$ cat config.mk
export PLATFORM = sky130hd
export DESIGN_NAME = mau_cmd_arbiter
export DESIGN_NICKNAME = d
export VERILOG_FILES = /design/src/rtl/mau_arb_pkg.sv /design/src/rtl/mau_cmd_arbiter_tag_fifo.sv /design/src/rtl/mau_cmd_arbiter.sv
export SDC_FILE = /design/constraint.sdc
export NUM_CORES = 1
export LEC_CHECK = 0
export CORE_MARGIN = 4
export CORE_UTILIZATION = 55
export CTS_CLUSTER_SIZE = 12
export DETAILED_ROUTE_END_ITERATION = 10
export DONT_BUFFER_PORTS = 1
export PLACE_DENSITY = 0.7
export REMOVE_ABC_BUFFERS = 1
export SLEW_MARGIN = 0
export SYNTH_ARGS = -nofsm -noshare
export SYNTH_HDL_FRONTEND = slang
export SYNTH_SLANG_ARGS = --single-unit
$ cat constraint.sdc
create_clock -name clk -period 5.3 [get_ports clk]
set_input_delay 0.795 -clock clk [delete_from_list [all_inputs] [get_ports clk]]
set_output_delay 0.795 -clock clk [all_outputs]
set_load 0.01 [all_outputs]
$ cat src/rtl/mau_arb_pkg.sv
// Shared types and helpers for the MAU command arbiter: widths, instruction layout
// and the round-robin winner search.
package mau_arb_pkg;

  localparam int unsigned INSTR_W = 40;
  localparam int unsigned RES_W   = 18;
  localparam int unsigned MAX_REQ = 4;

  typedef struct packed {
    logic [7:0] op;
    logic [7:0] a1;
    logic [7:0] a2;
    logic [7:0] b1;
    logic [7:0] b2;
  } instr_t;

  // First set bit of valid at or above ptr, wrapping modulo nreq; 0 when none is set.
  function automatic int unsigned rr_pick(input logic [MAX_REQ-1:0] valid,
                                          input int unsigned        ptr,
                                          input int unsigned        nreq);
    int unsigned idx;
    logic        found;
    rr_pick = 0;
    found   = 1'b0;
    for (int unsigned i = 0; i < MAX_REQ; i++) begin
      idx = (ptr + i) % nreq;
      if (!found && (i < nreq) && valid[idx]) begin
        rr_pick = idx;
        found   = 1'b1;
      end
    end
  endfunction

endpackage

$ cat src/rtl/mau_cmd_arbiter_tag_fifo.sv
// In-order tag FIFO recording which requester owns each in-flight MAU instruction.
module mau_tag_fifo #(
  parameter int unsigned W     = 1,
  parameter int unsigned DEPTH = 4
) (
  input  logic                     clk,
  input  logic                     rst,
  input  logic                     push_i,
  input  logic                     pop_i,
  input  logic [W-1:0]             din_i,
  output logic [W-1:0]             head_o,
  output logic [$clog2(DEPTH):0]   count_o
);

  localparam int unsigned AW = $clog2(DEPTH);

  logic [W-1:0]  mem_q [DEPTH];
  logic [AW-1:0] wr_q, rd_q;
  logic [AW:0]   cnt_q;

  always_ff @(posedge clk) begin
    if (push_i) mem_q[wr_q] <= din_i;
  end

  // Depth is a power of two, so pointers wrap naturally; the extra count bit separates full from empty.
  always_ff @(posedge clk or posedge rst) begin
    if (rst) begin
      wr_q  <= '0;
      rd_q  <= '0;
      cnt_q <= '0;
    end else begin
      if (push_i) wr_q <= wr_q + 1'b1;
      if (pop_i)  rd_q <= rd_q + 1'b1;
      case ({push_i, pop_i})
        2'b10:   cnt_q <= cnt_q + 1'b1;
        2'b01:   cnt_q <= cnt_q - 1'b1;
        default: cnt_q <= cnt_q;
      endcase
    end
  end

  assign head_o  = mem_q[rd_q];
  assign count_o = cnt_q;

endmodule

$ cat src/rtl/mau_cmd_arbiter.sv
// Round-robin arbiter sharing the MAU pipeline between NREQ requesters, with in-order
// result routing. Optional per-requester issue counters behind MAU_ARB_STATS_EN.
module mau_cmd_arbiter
  import mau_arb_pkg::*;
#(
  parameter int unsigned NREQ      = 2,
  parameter int unsigned TAG_DEPTH = 4
) (
  input  logic                      clk,
  input  logic                      rst,
  input  logic [NREQ-1:0]           req_valid,
  input  logic [NREQ*INSTR_W-1:0]   req_instr,
  output logic [NREQ-1:0]           req_ready,
  output logic                      cmd_valid,
  output logic [INSTR_W-1:0]        cmd_instr,
  input  logic                      cmd_ready,
  input  logic                      res_valid_in,
  input  logic [RES_W-1:0]          res_data_in,
  input  logic                      res_carry_in,
  output logic                      res_ready_out,
  output logic [NREQ-1:0]           rsp_valid,
  output logic [RES_W-1:0]          rsp_data,
  output logic                      rsp_carry,
  input  logic [NREQ-1:0]           rsp_ready,
  output logic [$clog2(TAG_DEPTH):0] inflight,
  output logic                      orphan_err
`ifdef MAU_ARB_STATS_EN
  ,
  output logic [NREQ*8-1:0]         issue_cnt
`endif
);

  localparam int unsigned TAG_W = (NREQ > 1) ? $clog2(NREQ) : 1;
  localparam int unsigned CNT_W = $clog2(TAG_DEPTH) + 1;

  typedef enum logic {IDLE, HOLD} state_e;

  state_e           state_q, state_d;
  instr_t           cmd_instr_q, cmd_instr_d;
  logic [TAG_W-1:0] rr_ptr_q, rr_ptr_d, win_tag, head;
  logic             orphan_q, orphan_d;
  logic [CNT_W-1:0] count;
  logic [MAX_REQ-1:0] valid_pad;
  logic             grant, fifo_empty, pop;
  int unsigned      win;

  always_comb begin
    valid_pad            = '0;
    valid_pad[NREQ-1:0]  = req_valid;
    win                  = rr_pick(valid_pad, 32'(rr_ptr_q), NREQ);
    win_tag              = TAG_W'(win);
    // Slot frees on the same-cycle handshake; occupancy uses the registered count only.
    grant = !rst && ((state_q == IDLE) || cmd_ready) &&
            (count < CNT_W'(TAG_DEPTH)) && (|req_valid);

    req_ready   = '0;
    cmd_instr_d = cmd_instr_q;
    rr_ptr_d    = rr_ptr_q;
    state_d     = state_q;
    if (grant) begin
      req_ready[win_tag] = 1'b1;
      cmd_instr_d        = req_instr[win*INSTR_W +: INSTR_W];
      rr_ptr_d           = TAG_W'((win + 1) % NREQ);
      state_d            = HOLD;
    end else if ((state_q == HOLD) && cmd_ready) begin
      state_d = IDLE;
    end
  end

  always_comb begin
    fifo_empty      = (count == '0);
    rsp_valid       = '0;
    rsp_valid[head] = res_valid_in && !fifo_empty;
    res_ready_out   = !fifo_empty && rsp_ready[head];
    pop             = res_valid_in && res_ready_out;
    orphan_d        = orphan_q || (res_valid_in && fifo_empty);
  end

  always_ff @(posedge clk or posedge rst) begin
    if (rst) begin
      state_q     <= IDLE;
      cmd_instr_q <= '0;
      rr_ptr_q    <= '0;
      orphan_q    <= 1'b0;
    end else begin
      state_q     <= state_d;
      cmd_instr_q <= cmd_instr_d;
      rr_ptr_q    <= rr_ptr_d;
      orphan_q    <= orphan_d;
    end
  end

  mau_tag_fifo #(
    .W     (TAG_W),
    .DEPTH (TAG_DEPTH)
  ) u_tag_fifo (
    .clk     (clk),
    .rst     (rst),
    .push_i  (grant),
    .pop_i   (pop),
    .din_i   (win_tag),
    .head_o  (head),
    .count_o (count)
  );

  assign cmd_valid  = (state_q == HOLD);
  assign cmd_instr  = cmd_instr_q;
  assign rsp_data   = res_data_in;
  assign rsp_carry  = res_carry_in;
  assign inflight   = count;
  assign orphan_err = orphan_q;

`ifdef MAU_ARB_STATS_EN
  for (genvar g = 0; g < NREQ; g++) begin : g_stats
    logic [7:0] cnt_q;
    always_ff @(posedge clk or posedge rst) begin
      if (rst)                           cnt_q <= '0;
      else if (req_ready[g] && cnt_q != 8'hFF) cnt_q <= cnt_q + 8'd1;
    end
    assign issue_cnt[g*8 +: 8] = cnt_q;
  end
`endif

endmodule
==> results.toml, run 1 <==
[layout]
nets = 389
layout_common_cells = "nand2_1, dfrtp_1, nor2_1, a31oi_1, inv_1"
drive_gt1_frac = 0.04332
fin_cells = 344
final_core_util = 0.5624
final_common_cell = "nand2_1"
antenna_cells = 0
area_growth_pct = -0.5154

[timing]
drv_slew = 0
setup_tns_ns = 0
max_clock_freq_mhz = 326.5
finalCriticalPeriod_ns = 3.063
rsz0062_at_grt = "false"
hold_ws_ns = 0.5317
worst_pin_slew_ns = 1.044
slew_headroom = 0.3031
hold_violations = 0
finalCritPeriodShare = 0.5779
setup_viol = 0
finalWorstSetupSlack_ns = 2.237
fin_skew_ns = 0.006399

[global_routing]
grt_pass1_wl_um = 9694
antenna_found_initial = 0
grt-ovfl-total = 0
grt_usage = 0.2064
first_global_vias = 1886
grt_max_degree = 89

[place]
place_ws_ns = 2.266
port_buffers = 0
dp_cells = 336
dp_hpwl_um = 4368
routabilityCongestion = 0.7435

[yosys]
synth_warnings = 0
netlist_instances = 303
ys_seq_area_frac = 0.5136
syn_area_um2 = 2670
yosys_register_bits = 54
syn_area_per_cell_um2 = 8.812
synth.distinct_cells = 26

[die]
dieArea_um2 = 6033
rows = 25
die_w_um = 77.68
die_y_um = 77.68
start_util = 0.5653
io_pins = 176
core_um2 = 4723

[detailed_routing]
via_per_inst = 5.567
met3_length_um = 875
wl_met1_um = 2403
routed-via-count = 1915
top_layer = "met4"
routed_wl_um = 6170
routed-wl-met2_um = 2804
drc_errors = 0
ant_nets = 0
firstDrtPassIters = 4
wl_per_cell_um = 17.94
first_iter_violations = 128

[run]
max-cap-violations = 0

[run_status]
outcome = "completed"

[clock_tree]
cts_resized = 0
root_buffer = "clkbuf_8"
postCtsSetupRepairBufs = 0
clock_sinks = 54
numCtsBuffers = 5
cts.clk_slew.worst_paths_ns = 0.09
hold_buffers = 0
htree_levels = 2
insertion_delay_ns = 0.30
clockBufferDepth = 2
cts_tree = "done"

[power_and_ir_drop]
cellLeakagePower_uw = 0.001157
ir_drop_v = 0.0002666
power.density_nw_per_um2 = 572.6

[setup_path]
critPathKind = "reg -> out"
worstPathMaxFanout = 88
crit_path_end_kind = "output pin"
cp.arrival_ns = 2.27
required_ns = 4.51
worstSetupStartpointType = "flop"

[hold_path]
hp-class = "reg -> reg"
## synth_stat cells (all sizes together)
library cell / count / share of area
nor3b: 1 / 0.0028
o21ai: 3 / 0.0056
fa: 1 / 0.0075
nand2: 81 / 0.11
ha: 5 / 0.023
and2: 4 / 0.0094
nor2: 47 / 0.066
mux2i: 7 / 0.026
a21o: 1 / 0.0028
edfxtp: 4 / 0.045
o31ai: 1 / 0.0028
clkinv: 1 / 0.0014
dfrtp: 50 / 0.47
clkbuf: 10 / 0.014
xnor2: 2 / 0.0066
nor2b: 2 / 0.0047
nor4: 1 / 0.0080
a31oi: 40 / 0.094
a21oi: 1 / 0.0019
inv: 9 / 0.013
nor3: 1 / 0.0019
xor2: 3 / 0.0098
buf: 26 / 0.067
nand2b: 2 / 0.0047
## routing by layer
layer / vias to the layer above / GRT usage
li1: 916 / -
met1: 873 / 0.2569
met2: 118 / 0.3022
met3: 8 / 0.1160
met4: 0 / 0.06050
met5: - / 0.04545
## state kept, by name (all words and copies together), names as in the netlist
name,cells
cmd_instr,40
u_tag_fifo.mem_q,4
u_tag_fifo.count_o,3
u_tag_fifo.rd_q,2
u_tag_fifo.wr_q,2
cmd_valid,1
orphan_err,1
rr_ptr_q,1
## report_power, final
group / internal, uW / total (uW) / switching [uW]
Sequential: 613 / 854 / 242
Combinational: 183 / 432 / 249
Clock: 106 / 235 / 129
Total: 901 / 1520 / 620
## path summary, 6_finish.rpt
path | from | endpoint | slack [ns] | cells after the start
setup / recovery | u_tag_fifo.count_o[2] | req_ready[1] | 2.24 | 4
hold / removal | u_tag_fifo.rd_q[1] | u_tag_fifo.rd_q[1] | 0.53 | 1
setup reg to reg | u_tag_fifo.count_o[2] | u_tag_fifo.count_o[2] | 2.63 | 9
hold reg to reg | u_tag_fifo.rd_q[1] | u_tag_fifo.rd_q[1] | 0.53 | 1
max in group asynchronous | rst | cmd_instr[17] | 4.04 | 1
min in group asynchronous | rst | u_tag_fifo.count_o[1] | 0.62 | 1
## final cells by class
| class | instances | area, um2 |
|---|---|---|
| Fill cell | 451 | 2067 |
| Sequential cell | 54 | 1371 |
| Multi-Input combinational cell | 203 | 1057 |
| Clock buffer | 7 | 86.33 |
| Tap cell | 67 | 83.83 |
| Inverter | 10 | 37.54 |
| Timing Repair Buffer | 2 | 15.01 |
| Clock inverter | 1 | 5.005 |
## logic make-up after synthesis
kind of cell,count (synthesis),synth area share
buffers and inverters,46,0.09466
XOR/XNOR,5,0.01640
AO/OA/AOI/OAI,46,0.1068
multiplexers,7,0.02624
adder cells (fa/ha/maj),6,0.03093
AND/OR/NAND/NOR,139,0.2113
flip-flops,54,0.5136
## critical path: stages, from the launching register on
cell,delay (ns)
dfrtp_1,0.49
nor4_4,0.30
buf_4,0.63
inv_1,0.24
nor2_1,0.30
## stage by stage
stage	total power, uW	cell area (um2)
after floorplan	1180	2455
after global placement	1284	2565
after detailed placement	1308	2565
after CTS	1540	2656
after global routing	1645	2656
final	1521	2656
No activity file was read; power rests on OpenSTA's default activity.
==> inputs of run 2 (changes only) <==
Settings changed: PLACE_DENSITY 0.7 to 0.73.
Clock period 5.3 ns to 2.5 ns, I/O delays scaled along.
==> results.toml, run 2 (same netlist as run 1, synthesis figures left out) <==
[run_status]
outcome = "complete, but fails checks"
violations = "negative hold slack"

[run]
max-cap-violations = 0

[detailed_routing]
routed-wl-met2_um = 2639
wl_per_cell_um = 17.19
met3_length_um = 832
via_per_inst = 5.562
routed-via-count = 1930
ant_nets = 0
routed_wl_um = 5964
drc_errors = 0
first_iter_violations = 121
top_layer = "met4"
wl_met1_um = 2407
firstDrtPassIters = 4

[power_and_ir_drop]
clockPowerShare = 0.143
switching_share = 0.4067
p_int_uw = 1887
ir_drop_v = 0.0005368
cellLeakagePower_uw = 0.001170
switchingPower_uw = 1293
p_seq_frac = 0.569
power.density_nw_per_um2 = 1189
combPwrFrac = 0.288

[global_routing]
grt-ovfl-total = 0
grt_pass1_wl_um = 9798
antenna_found_initial = 0
first_global_vias = 1981
grt_max_degree = 88
grt_usage = 0.2068

[timing]
rsz0062_at_grt = "false"
finalCritPeriodShare = 0.9141
worst_pin_slew_ns = 0.7461
drv_slew = 0
finalCriticalPeriod_ns = 2.285
hold_ws_ns = -0.01481
slew_headroom = 0.5026
hold_violations = 25
fin_skew_ns = 0.01250
setup_viol = 0
max_clock_freq_mhz = 437.6

[layout]
largest_reg_flops = 40
layout_common_cells = "nand2_1, dfrtp_1, nor2_1, a31oi_1, inv_1"
final_common_cell = "nand2_1"
drive_gt1_frac = 0.05357
seqCellArea_um2 = 1371
final_core_util = 0.5661
fillCellCount = 432
stdcell_area_um2 = 2674
nets = 393
antenna_cells = 0
area_growth_pct = 0.1404
multi_input_area_um2 = 1057
fin_cells = 347

[setup_path]
crit_path_frequent_cell = "mux2i_1"
cp_slowest_cell = "dfrtp_1"
critPathKind = "reg -> reg"
crit_chain = "mux2i_1 > mux2i_1 > mux2i_1 > nor2_1 > ha_1 > inv_1 > fa_1 > xor2_1 > nor2_1 > xor2_1"
worstPathMaxFanout = 3
worstReg2RegStart = "u_tag_fifo.rd_q[1]"
cp.arrival_ns = 2.52
cpPeakStageDelay_ns = 0.42
worstSetupStartpointType = "flop"
required_ns = 2.73
crit_path_end_kind = "flop"
critPathLaunch = "u_tag_fifo.rd_q[1]"

[die]
start_util = 0.5653
dieArea_um2 = 6033
die_w_um = 77.68
rows = 25
die_y_um = 77.68
core_um2 = 4723
io_pins = 176

[place]
port_buffers = 0
dp_cells = 340
routabilityCongestion = 0.7570
dp_hpwl_um = 4515
place_area_um2 = 2595

[clock_tree]
cts_tree = "done"
htree_levels = 2
postCtsSetupRepairBufs = 0
cts_resized = 0
cts.clk_slew.worst_paths_ns = 0.10
numCtsBuffers = 5
clock_sinks = 54
hold_buffers = 0
clockBufferDepth = 2
root_buffer = "clkbuf_8"
insertion_delay_ns = 0.30

[hold_path]
hp-class = "in -> async"
-- run 2: metal layers --
layer / vias up / track usage
met5: - / 0.05455
met4: 0 / 0.05694
met3: 13 / 0.1137
met2: 126 / 0.2962
met1: 868 / 0.2657
li1: 923 / -
-- run 2: final timing paths --
path,end,slack (ns),depth (start not counted)
max,u_tag_fifo.count_o[2],0.21,10
min,rr_ptr_q,-0.01,1
max reg2reg,u_tag_fifo.count_o[2],0.21,10
min reg2reg,orphan_err,0.53,1
max in group asynchronous,u_tag_fifo.count_o[0],1.82,2
min in group clk,orphan_err,0.20,1
-- run 2: power by group through the flow --
stage,Sequential (uW),Clock [uW],Combinational [uW]
detailed placement,1830,0,940
global route,1860,512,1090
finish,1810,456,916
CTS,1820,473,932
global placement,1830,0,900
floorplan,1720,0,785
-- run 2: cell type report --
| class | instances | share of cell area |
|---|---|---|
| repair buffers | 6 | 0.01685 |
| flip-flops and latches | 54 | 0.5129 |
| clock inverters | 1 | 0.002340 |
| well taps | 67 | 0.03135 |
| multi-input cells | 203 | 0.3954 |
| inverters | 10 | 0.01404 |
| clock buffers | 6 | 0.02714 |
-- run 2: metrics by stage --
stage	setup TNS (ns)	total power (uW)	setup WS [ns]
floorplan	-63.79	2501	-1.477
finish	0	3180	0.2147
global placement	0	2728	0.3324
CTS	0	3226	0.1929
global route	0	3455	0.01832
detailed placement	0	2773	0.2101
-- run 2: worst max-delay path: cells and delay by family (launching register included) --
kind,cells,cell delay (ns)
buffers and inverters,1,0.06
muxes,3,0.67
xor gates and xnor gates,2,0.30
and+or+nand+nor,2,0.23
adders and majority gates,2,0.56
DFF,1,0.42
